--- src/rtl/reg_scoreboard.sv ---
// reg_scoreboard
//   Decode-stage register-read controller. Decodes rs1/rs2 read enables and
//   the rd write enable from a 32-bit RISC-V instruction, tracks pending
//   writebacks per register in a small up/down counter, stalls instructions
//   whose sources are still pending, and presents accepted operand addresses
//   through a one-entry registered issue stage.
//
//   Optional feature macro: REG_SB_BYPASS_EN
//     defined   - a source whose count is 1 and whose writeback arrives in the
//                 same cycle is not a hazard (issues in the writeback cycle)
//     undefined - a pending source stalls until its count has reached 0
//
// Ports
//   clk, rst           clock, synchronous active-high reset
//   instr/instr_valid  instruction from fetch; instr_ready = accepted this cycle
//   issue_valid        issue stage holds an instruction; issue_ready pops it
//   rs1_addr/rs1_rden  registered rs1 address (0 when disabled) and enable
//   rs2_addr/rs2_rden  registered rs2 address (0 when disabled) and enable
//   rd_addr/rd_wren    registered rd address (0 when disabled) and enable
//   ill_reg            registered; an enabled field addresses a reg >= NREG
//   wb_valid/wb_addr   writeback retiring one pending write
//   flush              kill the issue stage and clear the scoreboard
//   hazard             combinational stall indication for the current instr
//   sb_err             sticky; writeback to a register whose count is 0

module reg_scoreboard #(
    parameter int unsigned NREG   = 32,
    parameter int unsigned CNT_W  = 2,
    parameter int unsigned ADDR_W = 5
) (
    input  logic              clk,
    input  logic              rst,
    input  logic [31:0]       instr,
    input  logic              instr_valid,
    output logic              instr_ready,
    output logic              issue_valid,
    input  logic              issue_ready,
    output logic [ADDR_W-1:0] rs1_addr,
    output logic [ADDR_W-1:0] rs2_addr,
    output logic              rs1_rden,
    output logic              rs2_rden,
    output logic [ADDR_W-1:0] rd_addr,
    output logic              rd_wren,
    output logic              ill_reg,
    input  logic              wb_valid,
    input  logic [ADDR_W-1:0] wb_addr,
    input  logic              flush,
    output logic              hazard,
    output logic              sb_err
);

    localparam int unsigned      NSLOT   = 1 << ADDR_W;
    localparam logic [CNT_W-1:0] CNT_MAX = '1;

    typedef enum logic [6:0] {
        OP_LUI    = 7'b0110111,
        OP_AUIPC  = 7'b0010111,
        OP_JAL    = 7'b1101111,
        OP_JALR   = 7'b1100111,
        OP_BRANCH = 7'b1100011,
        OP_LOAD   = 7'b0000011,
        OP_STORE  = 7'b0100011,
        OP_IMM    = 7'b0010011,
        OP_REG    = 7'b0110011,
        OP_MEM    = 7'b0001111
    } opcode_t;

    // Counters for every encodable address; slots 0 and >= NREG stay at 0.
    logic [CNT_W-1:0]  r_cnt [NSLOT];
    logic              r_issue_valid;
    logic [ADDR_W-1:0] r_rs1_addr, r_rs2_addr, r_rd_addr;
    logic              r_rs1_rden, r_rs2_rden, r_rd_wren, r_ill_reg, r_sb_err;

    opcode_t           w_opcode;
    logic [ADDR_W-1:0] w_rs1, w_rs2, w_rd;
    logic              w_rs1_rden, w_rs2_rden, w_rd_wren;
    logic              w_rs1_ok, w_rs2_ok, w_rd_ok, w_wb_ok;
    logic [CNT_W-1:0]  w_cnt_rs1, w_cnt_rs2, w_cnt_rd, w_cnt_wb;
    logic              w_rs1_byp, w_rs2_byp;
    logic              w_rs1_busy, w_rs2_busy, w_rd_full, w_stall;
    logic              w_accept, w_inc, w_wb_live, w_dec, w_wb_err, w_ill;
    logic              w_unused_bits;

    function automatic logic in_range(input logic [ADDR_W-1:0] a);
        return 32'(a) < NREG;
    endfunction

    assign w_opcode = opcode_t'(instr[6:0]);
    assign w_rd     = instr[11:7];
    assign w_rs1    = instr[19:15];
    assign w_rs2    = instr[24:20];
    // funct3/funct7 are not needed for register decode.
    assign w_unused_bits = ^{instr[31:25], instr[14:12]};

    always_comb begin
        w_rs1_rden = 1'b0;
        w_rs2_rden = 1'b0;
        w_rd_wren  = 1'b0;
        case (w_opcode)
            OP_LUI, OP_AUIPC, OP_JAL: w_rd_wren = 1'b1;
            OP_JALR, OP_LOAD, OP_IMM: begin
                w_rs1_rden = 1'b1;
                w_rd_wren  = 1'b1;
            end
            OP_BRANCH, OP_STORE: begin
                w_rs1_rden = 1'b1;
                w_rs2_rden = 1'b1;
            end
            OP_REG: begin
                w_rs1_rden = 1'b1;
                w_rs2_rden = 1'b1;
                w_rd_wren  = 1'b1;
            end
            OP_MEM:  w_rs1_rden = 1'b1;
            default: ;
        endcase
        if (w_rd == '0) w_rd_wren = 1'b0;
    end

    assign w_rs1_ok = in_range(w_rs1);
    assign w_rs2_ok = in_range(w_rs2);
    assign w_rd_ok  = in_range(w_rd);
    assign w_wb_ok  = in_range(wb_addr);

    assign w_cnt_rs1 = r_cnt[w_rs1];
    assign w_cnt_rs2 = r_cnt[w_rs2];
    assign w_cnt_rd  = r_cnt[w_rd];
    assign w_cnt_wb  = r_cnt[wb_addr];

`ifdef REG_SB_BYPASS_EN
    assign w_rs1_byp = (w_cnt_rs1 == CNT_W'(1)) && wb_valid && (wb_addr == w_rs1);
    assign w_rs2_byp = (w_cnt_rs2 == CNT_W'(1)) && wb_valid && (wb_addr == w_rs2);
`else
    assign w_rs1_byp = 1'b0;
    assign w_rs2_byp = 1'b0;
`endif

    assign w_rs1_busy = w_rs1_rden && (w_rs1 != '0) && w_rs1_ok && (w_cnt_rs1 != '0) && !w_rs1_byp;
    assign w_rs2_busy = w_rs2_rden && (w_rs2 != '0) && w_rs2_ok && (w_cnt_rs2 != '0) && !w_rs2_byp;
    assign w_rd_full  = w_rd_wren && w_rd_ok && (w_cnt_rd == CNT_MAX);
    assign w_stall    = w_rs1_busy || w_rs2_busy || w_rd_full;

    assign hazard      = instr_valid && w_stall;
    assign instr_ready = !hazard && !flush && (!r_issue_valid || issue_ready);
    assign w_accept    = instr_valid && instr_ready;

    assign w_inc     = w_accept && w_rd_wren && w_rd_ok;
    assign w_wb_live = wb_valid && (wb_addr != '0) && w_wb_ok;
    assign w_dec     = w_wb_live && (w_cnt_wb != '0);
    assign w_wb_err  = w_wb_live && (w_cnt_wb == '0);

    assign w_ill = (w_rs1_rden && !w_rs1_ok) || (w_rs2_rden && !w_rs2_ok) ||
                   (w_rd_wren && !w_rd_ok);

    // Simultaneous increment and decrement of one slot cancel out.
    always_ff @(posedge clk) begin
        for (int unsigned i = 0; i < NSLOT; i++) begin
            if (rst || flush || (i == 0) || (i >= NREG)) begin
                r_cnt[i] <= '0;
            end else begin
                case ({w_inc && (w_rd == ADDR_W'(i)), w_dec && (wb_addr == ADDR_W'(i))})
                    2'b10:   r_cnt[i] <= r_cnt[i] + CNT_W'(1);
                    2'b01:   r_cnt[i] <= r_cnt[i] - CNT_W'(1);
                    default: ;
                endcase
            end
        end
    end

    always_ff @(posedge clk) begin
        if (rst) begin
            r_issue_valid <= 1'b0;
            r_rs1_addr    <= '0;
            r_rs2_addr    <= '0;
            r_rd_addr     <= '0;
            r_rs1_rden    <= 1'b0;
            r_rs2_rden    <= 1'b0;
            r_rd_wren     <= 1'b0;
            r_ill_reg     <= 1'b0;
        end else if (flush) begin
            r_issue_valid <= 1'b0;
        end else if (w_accept) begin
            r_issue_valid <= 1'b1;
            r_rs1_addr    <= w_rs1_rden ? w_rs1 : '0;
            r_rs2_addr    <= w_rs2_rden ? w_rs2 : '0;
            r_rd_addr     <= w_rd_wren  ? w_rd  : '0;
            r_rs1_rden    <= w_rs1_rden;
            r_rs2_rden    <= w_rs2_rden;
            r_rd_wren     <= w_rd_wren;
            r_ill_reg     <= w_ill;
        end else if (issue_ready) begin
            r_issue_valid <= 1'b0;
        end
    end

    always_ff @(posedge clk) begin
        if (rst)                       r_sb_err <= 1'b0;
        else if (!flush && w_wb_err)   r_sb_err <= 1'b1;
    end

    assign issue_valid = r_issue_valid;
    assign rs1_addr    = r_rs1_addr;
    assign rs2_addr    = r_rs2_addr;
    assign rd_addr     = r_rd_addr;
    assign rs1_rden    = r_rs1_rden;
    assign rs2_rden    = r_rs2_rden;
    assign rd_wren     = r_rd_wren;
    assign ill_reg     = r_ill_reg;
    assign sb_err      = r_sb_err;

endmodule

--- config.mk ---
export PLATFORM = sky130hd
export DESIGN_NAME = reg_scoreboard
export DESIGN_NICKNAME = d
export VERILOG_FILES = /design/src/rtl/reg_scoreboard.sv
export SDC_FILE = /design/constraint.sdc
export NUM_CORES = 1
export LEC_CHECK = 0
export CAP_MARGIN = 20
export CORE_ASPECT_RATIO = 0.7
export CORE_MARGIN = 5
export CORE_UTILIZATION = 59
export DETAILED_ROUTE_END_ITERATION = 10
export PLACE_DENSITY_LB_ADDON = 0.05
export SYNTH_ARGS = -nofsm -noshare
export SYNTH_HDL_FRONTEND = slang
export SYNTH_SLANG_ARGS = --single-unit
--- constraint.sdc ---
create_clock -name clk -period 6.2 [get_ports clk]
set_input_delay 1.86 -clock clk [delete_from_list [all_inputs] [get_ports clk]]
set_output_delay 1.86 -clock clk [all_outputs]
set_load 0.03 [all_outputs]
# Yosys cells after proc, flatten, opt, wreduce, memory -nomap -nowiden
# Memories as Yosys holds them, arrays and structs flattened.
# Cells that the tools add are included.
# totals
reg_bits	20
mem_bits_rw	64
inputBits	43
output_inout_bits	23
wordCells	625
n_memories	1
# op_classes
n_addsub	62
eq_ne	135
mux	259
bitwise	63
n_reduce_logical	97
# mem_list
name	words	word_bits	rd	rd_ports_with_merged_regs	wr	line	source
r_cnt	32	2	35	0	32	69	logic [CNT_W-1:0] r_cnt [NSLOT];
# op_table
op	n
two-way mux 1 bit	194
== test 5 bit, second input constant	32
two-way mux 2 bit	62
== test 5 x 4 -> 1 bit, second input constant	16
logical AND 1 bit	76
== test 2 bit, second input constant	32
adder 2 x 1 -> 2 bit, second input constant	31
== test 2 x 1 -> 1 bit, second input constant	31
OR 1 bit	62
subtractor 2 x 1 -> 2 bit, second input constant	31
== test 5 x 3 -> 1 bit, second input constant	8
== test 7 x 6 -> 1 bit, second input constant	3
== test 7 bit, second input constant	3
== test 5 x 2 -> 1 bit, second input constant	4
two-way mux 5 bit	3
nonzero test 5 bit	3
== test 7 x 5 -> 1 bit, second input constant	2
OR reduction 7 bit	2
== test 5 x 1 -> 1 bit, second input constant	2
nonzero test 2 bit	4
== test 7 x 2 -> 1 bit, second input constant	1
== test 7 x 4 -> 1 bit, second input constant	1
logical NOT 5 bit	1
logical OR 1 bit	4
6 further kinds	8

# Depth between registers and ports, before layout
# Gate-level depths: netlist (run 1).
# depth
ltp_word	20
depth_mapped	12
depth_no_buf	8

# Least setup slack after synthesis (run 1)
# OpenSTA, ideal clock, no wires.
# synth_path
kind	input -> output
from	in instr[16]
to	out instr_ready
t_arrival_ns	4.415
required_time_ns	4.340
setup_slack_ns	-0.075
stages	9
n_path_buf	3
cell_sequence	buf_2 -> mux4_2 -> a21o_1 -> a2111oi_0 -> o21a_1 -> clkbuf_1 -> clkbuf_1 -> o41a_1 -> nor2_1
# synth_between
elab_chain_len	9
# synth_rtl
item	line	source
start: declaration	33	input logic [31:0] instr,
memory read (32 x 2 bit) or nonzero test 5 bit (tied branches)	-	
nonzero test 2 bit or logical AND 1 bit (tied branches)	138	assign w_rs1_busy = w_rs1_rden && (w_rs1 != '0) && w_rs1_ok && (w_cnt_rs1 != '0) && !w_rs1_byp;
logical AND 1 bit *	138	
logical OR 1 bit * (2 in a row)	141	assign w_stall = w_rs1_busy || w_rs2_busy || w_rd_full;
logical AND 1 bit *	143	assign hazard = instr_valid && w_stall;
named net hazard	48	output logic hazard,
logical NOT 1 bit *	144	assign instr_ready = !hazard && !flush && (!r_issue_valid || issue_ready);
logical AND 1 bit * (2 in a row)	144	
end: declaration	35	output logic instr_ready,
# The timed path passes the listed nets; every way through them passes the cells marked *.

# Final worst setup path (run 1)
# layout_path
from	in instr[20]
to	out instr_ready
# layout_between
elab_chain_len	9
# layout_rtl
item	line	source
memory read (32 x 2 bit) or nonzero test 5 bit (tied branches)	-	
nonzero test 2 bit or logical AND 1 bit (tied branches)	139	assign w_rs2_busy = w_rs2_rden && (w_rs2 != '0) && w_rs2_ok && (w_cnt_rs2 != '0) && !w_rs2_byp;
logical AND 1 bit *	139	
logical OR 1 bit * (2 in a row)	141	
logical AND 1 bit *	143	
logical NOT 1 bit *	144	
logical AND 1 bit * (2 in a row)	144	
# Mark *: on every way between the ends. The rest lies on a longest branch, timed or not.

==> impl_metrics.json, run 1 <==
{
  "outcome": "finished clean",
  "multi_input_area_mm2": 0.00404,
  "cts_sinks": 82,
  "drc": 0,
  "routed_wl_um": 22600,
  "finalHoldViolCount": 0,
  "hold_slack_ns": 0.458,
  "p_leak_nw": 2.49,
  "synthCells": 743,
  "fmax_mhz": 162,
  "fp.dieH_um": 98.2,
  "grt_pass1_wl_um": 34900,
  "synth_area_leaders": "edfxtp_1 (28%), mux4_2 (6.5%), dfxtp_1 (6.1%)",
  "drt_iter0_drc": 1074,
  "grt_usage": 0.339,
  "design.die.area_mm2": 0.0134,
  "reg2reg_to": "r_cnt[12][1]",
  "globalplace.congestion": 0.982,
  "crit_slowest_cell": "clkdlybuf4s50_1",
  "synthArstFlopShare": 0,
  "cts_buffer_depth": 2,
  "intPower_mw": 1.06,
  "cts-root-buf": "clkbuf_16",
  "via_count": 6616,
  "syn_to_final_growth_pct": 17.9,
  "yosysWarnings": 0,
  "drv_cap": 0,
  "grt_pass1_vias": 6372,
  "grt-ovfl-total": 0,
  "path_buf_inv": 3,
  "end_kind": "output pin",
  "hold_start": "rs2_addr[1]",
  "power_mw": 1.48,
  "synth_area_per_cell_um2": 8.83,
  "crit_fanout": 8,
  "syn_nets": 786,
  "whs_path_depth": 2,
  "maxSlewViolCount": 0,
  "maxSlewHeadroom": 0.318,
  "synth-seq-area-share": 0.345,
  "r2r_slack_ns": 2.66,
  "ys_types": 73,
  "hp-class": "flip-flop to flip-flop",
  "nets": 840,
  "place_hpwl_um": 16300,
  "wl_per_cell_um": 23.7,
  "powerDensity_mw_per_mm2": 191,
  "hold_end": "rs2_addr[1]",
  "ys.flop_type": "edfxtp_1",
  "clk_pin_slew_ns": 0.06,
  "post-route-period-util": 0.996,
  "postRouteAntennaNets": 0,
  "comb_power_share": 0.186,
  "rows": 32,
  "critPathTopFamily": "buffers and inverters",
  "critPathLaunchType": "primary input",
  "cts_buffers": 9,
  "p_sw_mw": 0.414,
  "final-seq-area_mm2": 0.00226,
  "yosysTopAreaCell": "edfxtp_1",
  "synth_edf_count": 62,
  "clock_power_share": 0.385,
  "critical_path.cell_chain": "clkdlybuf4s50_1 -> clkinv_4 -> mux4_2 -> a221oi_1 -> a211oi_1 -> nor3b_4 -> o41a_1 -> nor2_1 -> buf_4",
  "place_area_mm2": 0.00735,
  "synth.top_cell.area_share": 0.284,
  "arrival_ns": 4.32,
  "core_mm2": 0.0109,
  "via_per_inst": 6.94,
  "path_class": "primary input to output pin",
  "seq_power_share": 0.429,
  "cp.depth": 9,
  "worstMarginPinSlew_ns": 1.02,
  "ios": 66,
  "cp.required_ns": 4.34,
  "h-tree-depth": 3,
  "fillers": 856,
  "synth.cell_area_mm2": 0.00656,
  "max_stage_delay_ns": 0.59,
  "cts_tree": "done",
  "grt_start_max_net_pins": 37,
  "drtPass1Iterations": 5,
  "setup_viol": 0,
  "antenna_found_initial": 0,
  "swShare": 0.280,
  "ir_drop_uv": 192,
  "regToRegStartpoint": "r_cnt[7][0]",
  "diodes": 0,
  "ys_ff_latch": 82,
  "layout-drive-gt1-share": 0.129,
  "fin_crit_ns": 6.18,
  "postLayoutCellArea_mm2": 0.00773,
  "insertion_delay_ns": 0.35,
  "final.setup_skew_ns": 0.00911,
  "die_x_um": 136,
  "r2r_cells": 9,
  "port_buffers": 54,
  "initial_utilization": 0.600
}
[synthesized netlist by cell type, types with 8 or more instances]
library cell,number
nand2b_1,10
or4b_1,9
nor4_1,35
nand2_1,90
clkbuf_1,29
edfxtp_1,62
or3_1,12
buf_2,14
a21oi_1,44
mux4_2,19
inv_1,12
o21ai_0,8
dfxtp_1,20
mux2i_1,9
nor3_1,71
nor2_1,66
nand3_1,27
xor2_1,16
xnor2_1,44
nand3b_1,19
[routing by layer]
layer  wire (um)  share of wire  global-route usage  up-vias
met5           0              0                   0        -
met2        9410           0.42               0.484      528
li1            -              -                   -     2897
met3        3420           0.15               0.117       79
met1        9040           0.40               0.476     3112
met4         764          0.034               0.127        0
[worst register-to-register path, stage by stage (launching register included)]
cell,delay (ns)
edfxtp_1,0.47
nor2_1,0.40
mux4_2,0.33
a221oi_1,0.09
a211oi_1,0.41
nor3b_4,0.11
buf_4,0.28
nor3_1,0.64
or4b_1,0.51
a21oi_1,0.16
[worst max path at each step]
stage / startpoint / endpoint
after global placement: instr[7] / instr_ready
after CTS: instr[20] / instr_ready
after detailed placement: instr[7] / instr_ready
after global routing: instr[20] / instr_ready
after floorplan: instr[16] / instr_ready
final: instr[20] / instr_ready
[layout make-up]
cell class,instances,share of cell area
Sequential cell,82,0.293
Timing Repair Buffer,95,0.112
Clock inverter,4,0.00874
Inverter,15,0.00858
Multi-Input combinational cell,594,0.523
Clock buffer,11,0.0301
Tap cell,153,0.0248
[per-stage QoR]
| stage | worst slack, ns | util | cells | TNS [ns] |
|---|---|---|---|---|
| floorplan | 0.0357 | - | 743 | 0 |
| global placement | -0.0777 | 0.673 | 936 | -0.0777 |
| detailed placement | -0.0822 | 0.673 | 936 | -0.0822 |
| CTS | 0.0162 | 0.700 | 951 | 0 |
| global route | -0.00115 | 0.707 | 954 | -0.00115 |
| finish | 0.0229 | 0.707 | 954 | 0 |
[sequential cells by signal, summed over array words and instances (netlist names)]
signal and count:
rs2_rden 1, rs1_rden 1, rs1_addr 5, rs2_addr 5, rd_addr 5, issue_valid 1
rd_wren 1, r_cnt 62, sb_err 1
[layout by cell type, fill, tap and decap left out, types with 4 or more instances in the layout]
master,Yosys,final
nand2b_1,10,10
or3_1,12,12
nand3_1,27,27
nor2_1,66,65
or4_1,6,6
inv_1,12,11
dfxtp_1,20,20
nand2_1,90,90
clkbuf_16,0,9
a21oi_1,44,44
nor4_1,35,35
o211ai_1,7,7
nor3_1,71,71
or3_4,4,4
or2_2,6,6
mux2_2,5,5
mux2i_1,9,9
dlymetal6s2s_1,0,4
clkdlybuf4s50_1,0,46
edfxtp_1,62,62
buf_4,1,41
nand3b_1,19,19
mux4_2,19,19
xor2_1,16,16
or4b_1,9,9
nand4b_1,5,5
and2_1,7,7
o21ai_0,8,8
nand4_1,5,5
xnor2_1,44,44
or2_1,7,7
[kinds of logic after synthesis]
kind of cell    after synthesis  share of synthesized area
simple gates                398                      0.325
compound gates               99                      0.103
flops                        82                      0.345
buf+inv                      67                     0.0469
xor+xnor                     60                     0.0801
mux                          36                     0.0996
other cells                   1                   0.000572
[power groups by stage]
| stage | Sequential (mW) | Clock (mW) | Combinational, mW |
|---|---|---|---|
| 6_report | 0.634 | 0.569 | 0.275 |
| 5_1_grt | 0.636 | 0.593 | 0.287 |
| 4_1_cts | 0.633 | 0.569 | 0.261 |
| 3_5_place_dp | 0.645 | 0 | 0.259 |
| 3_3_place_gp | 0.643 | 0 | 0.253 |
| 2_1_floorplan | 0.639 | 0 | 0.160 |
[what timing repair did]
action,4_1_cts,5_1_grt
endpoints found under the setup margin,1,2
setup buffers,0,3
gates resized for setup,4,12
pin swaps,0,3
hold buffers,0,0
Note: power is estimated with default switching activity, not from simulation.
==> run 2, diff against run 1 <==
--- a/config.mk
+++ b/config.mk
@@ -5,12 +5,12 @@
 export SDC_FILE = /design/constraint.sdc
 export NUM_CORES = 1
 export LEC_CHECK = 0
-export CAP_MARGIN = 20
 export CORE_ASPECT_RATIO = 0.7
 export CORE_MARGIN = 5
-export CORE_UTILIZATION = 59
+export CORE_UTILIZATION = 55
 export DETAILED_ROUTE_END_ITERATION = 10
 export PLACE_DENSITY_LB_ADDON = 0.05
+export REMOVE_ABC_BUFFERS = 1
 export SYNTH_ARGS = -nofsm -noshare
 export SYNTH_HDL_FRONTEND = slang
 export SYNTH_SLANG_ARGS = --single-unit
==> impl_metrics.json, run 2 (synthesis results as in run 1) <==
{
  "place_area_mm2": 0.00739,
  "maxSlewViolCount": 0,
  "design.die.area_mm2": 0.0142,
  "final.setup_skew_ns": 0.0104,
  "fillers": 976,
  "r2r_slack_ns": 2.67,
  "grt_pass1_vias": 6381,
  "worstMarginPinSlew_ns": 0.991,
  "hp-class": "flip-flop to flip-flop",
  "globalplace.congestion": 0.970,
  "path_class": "primary input to output pin",
  "die_x_um": 141,
  "post-route-period-util": 0.990,
  "endpoint": "hazard",
  "reg2reg_to": "r_cnt[18][1]",
  "layout_commonest_cell": "nand2_1",
  "diodes": 0,
  "port_buffers": 54,
  "clk_pin_slew_ns": 0.06,
  "initial_utilization": 0.561,
  "rsz0062_at_grt": "no",
  "insertion_delay_ns": 0.35,
  "cts_buffers": 9,
  "crit_fanout": 5,
  "drt_iter0_drc": 749,
  "maxSlewHeadroom": 0.338,
  "via_count": 6574,
  "r2r_cells": 10,
  "hold_slack_ns": 0.448,
  "antenna_found_initial": 0,
  "layout_common_cells": "nand2_1 (89), nor3_1 (71), nor2_1 (65), edfxtp_1 (62), clkdlybuf4s50_1 (48)",
  "setup_viol": 0,
  "end_kind": "output pin",
  "top_register": "r_cnt",
  "fin_crit_ns": 6.14,
  "fmax_mhz": 163,
  "grt_start_max_net_pins": 40,
  "layout-drive-gt1-share": 0.146,
  "cts_buffer_depth": 2,
  "cts-root-buf": "clkbuf_16",
  "grt_usage": 0.319,
  "arrival_ns": 4.28,
  "regToRegStartpoint": "r_cnt[25][0]",
  "h-tree-depth": 3,
  "hold_buffers": 0,
  "power_mw": 1.50,
  "postRouteAntennaNets": 0,
  "ios": 66,
  "drc": 0,
  "place_hpwl_um": 16600,
  "powerDensity_mw_per_mm2": 192,
  "crit_start": "instr[3]",
  "dpl_worst_slack_ns": -0.0570,
  "drtPass1Iterations": 5,
  "p_leak_nw": 2.52,
  "outcome": "finished clean",
  "via_per_inst": 6.82,
  "largest_reg_flops": 62,
  "grt_pass1_wl_um": 35300,
  "routed_wl_um": 22700,
  "wl_per_cell_um": 23.6,
  "ir_drop_uv": 146,
  "postLayoutCellArea_mm2": 0.00782,
  "drv_cap": 0,
  "cp.required_ns": 4.34,
  "rows": 33,
  "grt-ovfl-total": 0,
  "core_mm2": 0.0117,
  "setup_slack_ns": 0.0598,
  "critPathLaunchType": "primary input",
  "syn_to_final_growth_pct": 19.2,
  "fp.dieH_um": 101,
  "cts_tree": "done",
  "finalHoldViolCount": 0,
  "nets": 845,
  "cts_sinks": 82,
  "setup_tns_ns": 0
}
[run 2: cell count changes in the layout (fill, tap and decap cells not counted), sizes merged]
cell	change
clkbuf	+3
dlygate4sd2	-2
dlymetal6s2s	-1
bufinv	-1
clkinv	-2
clkinvlp	+2
clkdlybuf4s50	+2
buf	+4
bufbuf	+1
[run 2: routing by layer]
| metal | wire length, um | up-vias | share of wire | GRT usage |
|---|---|---|---|---|
| li1 | - | 2910 | - | - |
| met1 | 9070 | 3167 | 0.40 | 0.427 |
| met2 | 10100 | 417 | 0.45 | 0.493 |
| met3 | 2780 | 80 | 0.12 | 0.0982 |
| met4 | 726 | 0 | 0.032 | 0.121 |
| met5 | 0 | - | 0 | 0 |
[run 2: repair_timing]
item / in CTS / in global routing
gates cloned: 1 / 0
pin swaps: 2 / 1
gates resized for setup: 6 / 13
endpoints found under the hold margin: 0 / 0
setup endpoints to repair: 2 / 2
setup buffers: 1 / 2
[run 2: worst min-delay path by stage]
stage / slack [ns] / start / cells past startpoint / to
4_1_cts: 0.45 / rs2_addr[0] / 2 / rs2_addr[0]
3_5_place_dp: 0.44 / rs2_addr[0] / 2 / rs2_addr[0]
3_3_place_gp: 0.44 / rd_wren / 2 / rd_wren
2_1_floorplan: 0.57 / rd_wren / 2 / rd_wren
6_report: 0.45 / rs2_addr[0] / 2 / rs2_addr[0]
5_1_grt: 0.46 / rs2_addr[0] / 2 / rs2_addr[0]
[run 2: layout make-up]
class | count | area, um^2 | area share
clock inverters | 3 | 46.3 | 0.00592
multi-input cells | 594 | 4060 | 0.519
repair buffers | 100 | 921 | 0.118
clock buffers | 13 | 272 | 0.0347
well taps | 157 | 196 | 0.0251
inverters | 15 | 67.6 | 0.00864
flip-flops and latches | 82 | 2260 | 0.289
[run 2: stage by stage]
step | instances | utilization
6_report | 964 | 0.669
3_3_place_gp | 944 | 0.632
5_1_grt | 964 | 0.669
3_5_place_dp | 944 | 0.632
4_1_cts | 962 | 0.664
2_1_floorplan | 691 | -
[run 2: report_power, final]
part | internal (mW) | leakage (nW) | switching (mW)
Sequential | 0.609 | 0.854 | 0.0243
Clock | 0.349 | 0.151 | 0.237
Combinational | 0.113 | 1.52 | 0.168
Total | 1.07 | 2.52 | 0.430
[run 2: critical path, stage by stage]
cell and delay (ns):
clkdlybuf4s50_1 0.56, nor4b_2 0.23, a211oi_1 0.13, or2_2 0.34
a2111oi_2 0.41, o21a_1 0.26, o41a_1 0.20, buf_4 0.13
buf_4 0.15
==> run 3, diff against run 2 <==
--- a/config.mk
+++ b/config.mk
@@ -8,6 +8,7 @@
 export CORE_ASPECT_RATIO = 0.7
 export CORE_MARGIN = 5
 export CORE_UTILIZATION = 55
+export CTS_BUF_LIST = sky130_fd_sc_hd__clkbuf_2
 export DETAILED_ROUTE_END_ITERATION = 10
 export PLACE_DENSITY_LB_ADDON = 0.05
 export REMOVE_ABC_BUFFERS = 1
==> constraint.sdc (replaced) <==
create_clock -name clk -period 6.2 [get_ports clk]
set_input_delay 0.93 -clock clk [delete_from_list [all_inputs] [get_ports clk]]
set_output_delay 0.93 -clock clk [all_outputs]
set_load 0.03 [all_outputs]
==> impl_metrics.json, run 3 (synthesis results as in run 1) <==
{
  "cts_setup_buffers": 0,
  "swShare": 0.315,
  "place_hpwl_um": 16000,
  "layout_common_cells": "nand2_1 (90), nor3_1 (71), nor2_1 (65), edfxtp_1 (62), clkdlybuf4s50_1 (54)",
  "use_met1": 0.423,
  "comb_power_share": 0.208,
  "cts_buffers": 9,
  "hp-class": "flip-flop to flip-flop",
  "core_mm2": 0.0117,
  "globalplace.congestion": 0.998,
  "cts_tree": "done",
  "setup_tns_ns": 0,
  "worstMarginPinSlew_ns": 1.17,
  "fp.dieH_um": 101,
  "grt-ovfl-total": 0,
  "grt_usage": 0.302,
  "seq_power_share": 0.517,
  "wl_per_cell_um": 23.3,
  "outcome": "finished clean",
  "h-tree-depth": 3,
  "layout_commonest_cell": "nand2_1",
  "grt_pass1_wl_um": 33300,
  "drtPass1Iterations": 7,
  "final.setup_skew_ns": 0.0205,
  "via_per_inst": 6.84,
  "drv_cap": 0,
  "clock_power_share": 0.275,
  "rsz0062_at_grt": "no",
  "ir_drop_uv": 119,
  "powerDensity_mw_per_mm2": 167,
  "p_leak_nw": 2.24,
  "antenna_found_initial": 0,
  "fillers": 1013,
  "clk_pin_slew_ns": 0.22,
  "finalHoldViolCount": 0,
  "syn_to_final_growth_pct": 11.6,
  "cts_sinks": 82,
  "grt_use_met2": 0.462,
  "grt_start_max_net_pins": 64,
  "diodes": 0,
  "grt_pass1_vias": 6059,
  "arrival_ns": 4.38,
  "intPower_mw": 0.839,
  "routed_wl_um": 21800,
  "setup_slack_ns": 0.887,
  "drc": 0,
  "final-seq-area_mm2": 0.00226,
  "dpl_worst_slack_ns": 0.955,
  "ios": 66,
  "rows": 33,
  "maxSlewHeadroom": 0.209,
  "largest_reg_flops": 62,
  "fin_crit_ns": 5.31,
  "via_count": 6385,
  "insertion_delay_ns": 0.58,
  "end_kind": "output pin",
  "hold_buffers": 0,
  "maxSlewViolCount": 0,
  "top_register": "r_cnt",
  "setup_viol": 0,
  "ctsResizeCount": 0,
  "crit_fanout": 10,
  "fmax_mhz": 188,
  "cts-root-buf": "clkbuf_2",
  "p_sw_mw": 0.386,
  "port_buffers": 54,
  "die_x_um": 141,
  "busiest_layer": "met2",
  "cp.required_ns": 5.27,
  "grt_util_met3": 0.0637,
  "critPathLaunchType": "primary input",
  "post-route-period-util": 0.857,
  "layout-drive-gt1-share": 0.0978,
  "design.die.area_mm2": 0.0142,
  "postRouteAntennaNets": 0,
  "cts_buffer_depth": 2,
  "path_class": "primary input to output pin",
  "nets": 815,
  "initial_utilization": 0.561,
  "multi_input_area_mm2": 0.00400,
  "drt_iter0_drc": 762
}
[run 3: final cells by class]
class                      instances  area share
timing repair buffer              70      0.0903
clock inverter                     7      0.0125
inverter                          15     0.00838
sequential                        82       0.309
clock buffer                       9     0.00615
tap                              157      0.0268
multi-input combinational        594       0.547
[run 3: power by group through the flow]
stage                     combinational (mW)  sequential, mW  clock, mW
after floorplan                        0.140           0.639          0
after global routing                   0.270           0.636      0.369
after detailed placement               0.247           0.644          0
after CTS                              0.248           0.632      0.340
after global placement                 0.243           0.643          0
final                                  0.255           0.633      0.337
[run 3: worst paths after layout]
check,cells after the start,endpoint,from,slack [ns]
hold reg to reg,2,rs2_addr[1],rs2_addr[1],0.47
setup / recovery,9,instr_ready,instr[7],0.89
hold / removal,2,rs2_addr[1],rs2_addr[1],0.47
setup reg to reg,8,r_cnt[1][1],r_cnt[3][0],2.60
[run 3: metrics by stage]
| step | util | cell area (um^2) | power, mW | hold slack [ns] | std cells |
|---|---|---|---|---|---|
| 6_report | 0.626 | 7320 | 1.22 | 0.469 | 934 |
| 5_1_grt | 0.626 | 7320 | 1.28 | 0.506 | 934 |
| 4_1_cts | 0.626 | 7320 | 1.22 | 0.473 | 934 |
| 3_5_place_dp | 0.615 | 7180 | 0.891 | 0.448 | 918 |
| 3_3_place_gp | 0.615 | 7180 | 0.885 | 0.441 | 918 |
| 2_1_floorplan | - | 6310 | 0.779 | 0.574 | 691 |
[run 3: layer usage]
layer | vias to the layer above | wire (um)
li1 | 2839 | -
met1 | 3060 | 8970
met2 | 425 | 9680
met3 | 61 | 2430
met4 | 0 | 710
met5 | - | 0
[run 3: critical path, stage by stage]
cell	delay, ns
clkdlybuf4s50_1	0.93
mux2_2	0.41
a221oi_1	0.32
nor3_1	0.13
o2111ai_4	0.35
nand2_1	0.12
o41a_1	0.38
nor2_1	0.12
clkdlybuf4s50_1	0.67
